**src/rtl/dataflow_cond_br.sv**
```systemverilog
// Buffered conditional-branch node: joins a predicate and a data stream, queues
// the joined pairs in a small FIFO and steers each data token to the true or false branch.
module dataflow_cond_br #(
  parameter int unsigned WIDTH = 32,
  parameter int unsigned DEPTH = 2
) (
  input  logic                     clk,
  input  logic                     rst_n,
  input  logic                     cond_valid,
  output logic                     cond_ready,
  input  logic                     cond_data,
  input  logic                     data_valid,
  output logic                     data_ready,
  input  logic [WIDTH-1:0]         data_data,
  output logic                     true_valid,
  input  logic                     true_ready,
  output logic [WIDTH-1:0]         true_data,
  output logic                     false_valid,
  input  logic                     false_ready,
  output logic [WIDTH-1:0]         false_data,
  output logic [$clog2(DEPTH):0]   occupancy
);

  localparam int unsigned AW = $clog2(DEPTH);
  localparam int unsigned CW = AW + 1;
  localparam logic [CW-1:0] FULL_CNT = CW'(DEPTH);

  logic [DEPTH-1:0] mem_cond;
  logic [WIDTH-1:0] mem_data [DEPTH];
  logic [AW-1:0]    wr_ptr;
  logic [AW-1:0]    rd_ptr;
  logic [CW-1:0]    count;

  logic full;
  logic empty;
  logic enq;
  logic deq;
  logic head_cond;
  logic [WIDTH-1:0] head_data;

  assign full  = (count == FULL_CNT);
  assign empty = (count == '0);

  // Each side's ready depends only on the other side's valid and the fill level,
  // never on the consumers, so no combinational path runs from output to input.
  assign cond_ready = data_valid & ~full;
  assign data_ready = cond_valid & ~full;
  assign enq        = cond_valid & data_valid & ~full;

  assign head_cond = mem_cond[rd_ptr];
  assign head_data = mem_data[rd_ptr];

  always_comb begin
    true_valid  = ~empty & head_cond;
    false_valid = ~empty & ~head_cond;
    true_data   = empty ? '0 : head_data;
    false_data  = empty ? '0 : head_data;
  end

  assign deq       = (true_valid & true_ready) | (false_valid & false_ready);
  assign occupancy = count;

  always_ff @(posedge clk or negedge rst_n) begin
    if (!rst_n) begin
      mem_cond <= '0;
      for (int unsigned i = 0; i < DEPTH; i++) begin
        mem_data[i] <= '0;
      end
      wr_ptr <= '0;
      rd_ptr <= '0;
      count  <= '0;
    end else begin
      if (enq) begin
        mem_cond[wr_ptr] <= cond_data;
        mem_data[wr_ptr] <= data_data;
        wr_ptr           <= wr_ptr + AW'(1);
      end
      if (deq) begin
        rd_ptr <= rd_ptr + AW'(1);
      end
      case ({enq, deq})
        2'b10:   count <= count + CW'(1);
        2'b01:   count <= count - CW'(1);
        default: count <= count;
      endcase
    end
  end

endmodule
```
**config.mk**
```make
export PLATFORM = sky130hd
export DESIGN_NAME = dataflow_cond_br
export DESIGN_NICKNAME = d
export VERILOG_FILES = /design/src/rtl/dataflow_cond_br.sv
export SDC_FILE = /design/constraint.sdc
export NUM_CORES = 1
export LEC_CHECK = 0
export ABC_AREA = 1
export CAP_MARGIN = 0
export CORE_UTILIZATION = 42
export CTS_CLUSTER_SIZE = 10
export DETAILED_ROUTE_END_ITERATION = 10
export PLACE_DENSITY = 0.74
export RECOVER_POWER = 25
export SLEW_MARGIN = 30
export SYNTH_ARGS = -nofsm -noshare
export SYNTH_HDL_FRONTEND = slang
export SYNTH_SLANG_ARGS = --single-unit
```
**constraint.sdc**
```tcl
create_clock -name clk -period 1.7 [get_ports clk]
set_input_delay 0.17 -clock clk [delete_from_list [all_inputs] [get_ports clk]]
set_output_delay 0.17 -clock clk [all_outputs]
set_load 0.02 [all_outputs]
```
-- Word level (Yosys, flattened, before mapping)
Index checks and enable logic that the tools add are counted.
- equal/unequal tests: 3
- multipliers: 0
- divide/modulo/power cells: 0
- shift operators: 0
- $lt $le $gt $ge: 6
- $add $sub $neg: 4
- multiplexer cells: 13
- reductions and logical operators: 4
- bitwise operators: 14
- operator list (kind ; count):
    32-bit 2-to-1 mux ; 5
    64-bit bitwise mux ; 1
    32-bit demux with 1-bit select ; 1
    1-bit bitwise AND ; 8
    2-bit == test, second input constant ; 2
    2-bit greater-or-equal comparator, second input constant ; 2
    1-bit by 2-bit < comparator with 1-bit output, second input constant ; 2
    1-bit inverter with 2-bit output ; 2
    2-bit case mux with 2 select lines ; 1
    1-bit 2-to-1 mux ; 3
    1-bit inverter ; 3
    1-bit adder, second input constant ; 2
    2-bit by 1-bit adder with 2-bit output, second input constant ; 1
    2-bit bitwise mux ; 1
    2-bit by 1-bit == test with 1-bit output, second input constant ; 1
    1-bit logical AND ; 2
    2-bit logical NOT ; 1
    2-bit by 1-bit < comparator with 1-bit output, second input constant ; 1
    2-bit nonzero test ; 1
    2-bit by 1-bit subtractor with 2-bit output, second input constant ; 1
    1-bit demux with 1-bit select ; 1
    1-bit greater-or-equal comparator, second input constant ; 1
    1-bit OR ; 1
- RAM bits: 0
- input port bits: 39
- ROM bits: 0
- register bits after elaboration: 70
- word-level logic and storage cells: 50
- output and inout bits: 70
- latch bits: 0
- memories: 0

-- Longest topological paths before layout
- depth after elaboration: 8
- gate-level depth with buffers: 10

-- Worst setup path after synthesis
Ideal clock, no wire load.
- kind: register to output
- start point: reg count[0], in the netlist occupancy[0]
- end point: out true_data[0]
- arrival time: 1562 ps
- stages on the path, launching flop included: 7
- data required time: 1530 ps
- setup slack: -32 ps
- path through: dfrtp_1 inv_2 nand2_1 inv_2 buf_2 a21oi_1 buf_4
- cells in the longest elaborated chain, start to end: 2
- RTL lines (element ; line ; source):
    start, declared ; 32 ; logic [CW-1:0] count;
    start signal, assigned ; 82 ; 2'b10: count <= count + CW'(1);
    start signal, assigned ; 83 ; 2'b01: count <= count - CW'(1);
    start signal, assigned ; 84 ; default: count <= count;
    2-bit logical NOT ; 42 ; assign empty = (count == '0);
    32-bit 2-to-1 mux ; -- ;
    end, declared ; 17 ; output logic [WIDTH-1:0] true_data,
Every way passes these cells.

-- Final worst setup path
- start point: reg rd_ptr
- end point: out true_data[31]
- cells in the longest elaborated chain, start to end: 5
- RTL lines (element ; line ; source):
    start, declared ; 31 ; logic [AW-1:0] rd_ptr;
    start signal, assigned ; 79 ; rd_ptr <= rd_ptr + AW'(1);
    1-bit inverter with 2-bit output (implied by the code) ; 51 ; assign head_data = mem_data[rd_ptr];
    32-bit 2-to-1 mux (implied by the code) (3 in series) ; 51 ;
    32-bit 2-to-1 mux ; 56 ; true_data = empty ? '0 : head_data;
Every way passes these cells. The select of a mux whose other input is x is not followed.

==> results.toml <==
[run_status]
status = "finished with violations"
violations = "negative setup slack"

[global_route]
grt_max_degree = 71
grt_pass1_wl_mm = 13.0
grt_pass1_vias = 2852
grt_overflow_total = 0
grt.met2_usage_pct = 32.7
grtUsageMet3_pct = 3.40
grt.busiest_layer = "met2"
grt_use_total_pct = 19.0
antenna_found_initial = 0
use_met1_pct = 24.0

[sta]
max_freq_mhz = 576
finalSetupViolations = 16
setup_slack_ns = -0.0358
finClkSkew_ns = 0.0105
period_share_pct = 102
drv_slew = 0
hold_violations = 0
relSlewSlack_pct = 37.2
rsz0062_at_grt = "true"
worst_slew_pin_slew_ns = 0.942
min_period_ns = 1.74

[logic_synthesis]
ys_warn_count = 0
synth.area.top_cells = "dfrtp_1 50%, nand2_1 15%, buf_4 6.8%"
synthCells = 423
syn_area_mm2 = 0.00353
async_reset_ff_share_pct = 100
syn_avg_cell_area_um2 = 8.35
ys_ff_latch = 70
synthFlopType = "dfrtp_1"
synth_edf_count = 0
synth_top_cell_by_area = "dfrtp_1"
syn_nets = 463
synth_top_cell_area_share_pct = 49.6
ys_seq_area_share_pct = 49.6
post_synth_num_cell_types = 22

[worst_setup_path]
cp_common_cell = "buf_6"
worstPathArrival_ns = 1.57
cp_cell_sequence = "inv_2 -> buf_6 -> clkbuf_16 -> nand2_2 -> a21oi_4 -> buf_6"
regToRegStartpoint = "rd_ptr"
critPathSlowestCell = "dfrtp_1"
cp-end-kind = "primary output"
required_ns = 1.53
slowest_delay_ns = 0.43
r2r_slack_ns = -0.02
path_max_fanout = 8
r2r-end = "occupancy[1]"
reg2regPathDepth = 10
crit_type = "reg2out"
startpoint_type = "flop"

[detailed_routing]
wl_per_cell_um = 13.3
drc_errors = 0
drtIter0Drc = 116
vias = 3054
ant_nets = 0
dr.pass1.iters = 5
wirelength_mm = 8.35
vias_per_cell = 4.86

[floorplanning]
core_mm2 = 0.00818
design.die.area_mm2 = 0.00878
dieHeight_um = 93.7
boundaryPins = 109
core.rowCount = 33
die_w_um = 93.7
start_util_pct = 43.2

[placed_design]
dp_hpwl_mm = 5.28
dpl_cell_area_mm2 = 0.00458
post-place-ws_ns = -0.136
place_congestion = 0.792
portBuffers = 108

[clock_tree]
root_buffer = "clkbuf_8"
insertion_delay_ns = 0.34
clk_pin_slew_ns = 0.07
cts_sinks = 70
cts_htree_levels = 3
cts_tree = "built"
clock_path_buffers = 2
numCtsBuffers = 9

[power]
p_leak_nw = 2.48
ir_drop_v = 0.00117
powerDensity_mw_per_mm2 = 2270

[layout]
design_area_mm2 = 0.00502
areaGrowthSynthToFinish_pct = 42.1
drive_above_1_share_pct = 35.6
final_nets = 558
antenna_cells = 0

[run]
drv_cap = 0

[min_path]
whs_endpoint = "mem_data[55]"
min-delay-path-class = "in2reg"
holdPathStages = 3
min_from = "data_data[23]"
-- placed cells by master (no fill, tap or decap), types with 6 or more instances in the layout --
master,netlist,routed
buf_2,9,7
nand2_1,144,128
o21ai_2,17,17
dfrtp_1,70,70
a21oi_4,0,8
o21ai_0,12,11
o21ai_1,38,39
a21oi_2,0,24
buf_6,9,23
nand2_2,0,10
buf_12,0,6
buf_4,32,59
clkbuf_8,0,10
inv_1,36,36
nand2_4,1,7
clkdlybuf4s50_1,0,39
-- sequential cells by signal, summed over array words and instances (netlist names) --
name       count
wr_ptr         1
rd_ptr         1
mem_cond       2
occupancy      2
mem_data      64
-- critical path, delay by kind of cell (launching register included) --
family / cells / cell delay [ns]
AND/OR/NAND/NOR: 1 / 0.06
AO/OA/AOI/OAI: 1 / 0.19
buffers and inverters: 4 / 0.55
flip-flops: 1 / 0.43
-- power by group --
group | internal (mW) | switching (mW)
sequential | 2.44 | 0.471
clock | 0.563 | 0.603
combinational | 3.25 | 4.05
total | 6.26 | 5.13
-- cell usage after synthesis (2+ instances only) --
library cell,n
nand2_1,144
dfrtp_1,70
o21ai_1,38
inv_1,36
a21oi_1,33
buf_4,32
o21ai_2,17
o21ai_0,12
buf_2,9
buf_6,9
clkbuf_1,5
inv_2,4
nand3_1,3
a21boi_0,2
nor2_1,2
-- worst max path at each step --
stage | slack [ns] | to | from
floorplan | -0.03 | true_data[0] | occupancy[0]
detailed placement | -0.14 | occupancy[1] | rd_ptr
finish | -0.04 | true_data[31] | rd_ptr
global placement | -0.07 | true_data[6] | rd_ptr
global route | -0.16 | occupancy[1] | rd_ptr
CTS | -0.04 | false_data[22] | rd_ptr
-- kinds of logic (layout without fill, tap and decap cells) --
| family | after synthesis | after routing | share of synthesized area (%) |
|---|---|---|---|
| buffers and inverters | 96 | 196 | 15.9 |
| AND/OR/NAND/NOR | 152 | 152 | 17.3 |
| flip-flops | 70 | 70 | 49.6 |
| XOR/XNOR | 2 | 2 | 0.496 |
| adder cells (fa/ha/maj) | 1 | 1 | 0.354 |
| AO/OA/AOI/OAI | 102 | 102 | 16.4 |
-- area by class of cell --
cell class | instances | area [um^2]
Clock inverter | 4 | 22.5
Timing Repair Buffer | 140 | 1330
Inverter | 40 | 150
Tap cell | 105 | 131
Sequential cell | 70 | 1750
Clock buffer | 12 | 145
Fill cell | 736 | 3150
Multi-Input combinational cell | 257 | 1490
-- metal layers --
metal | vias to the layer above | wire [um]
li1 | 1494 | -
met1 | 1463 | 3540
met3 | 10 | 387
met5 | - | 0
met2 | 87 | 4310
met4 | 0 | 109
-- per-stage QoR --
step / TNS, ns / power (mW) / utilization, % / std cells / hold slack [ns]
floorplan: -0.876 / 7.08 / - / 423 / -0.126
global placement: -0.876 / 9.33 / 56.1 / 602 / 0.218
detailed placement: -2.34 / 9.49 / 56.1 / 602 / 0.222
CTS: -0.170 / 9.91 / 55.4 / 625 / 0.389
global route: -2.67 / 12.1 / 61.4 / 628 / 0.403
finish: -0.268 / 11.4 / 61.4 / 628 / 0.399
-- what timing repair did --
item,4_1_cts,5_1_grt
gates cloned,0,2
pin swaps,1,14
setup buffers,6,2
hold buffers,1,0
hold endpoints to repair,70,0
resized for setup,282,133
setup endpoints to repair,70,63
(Power assumes the default switching activity.)
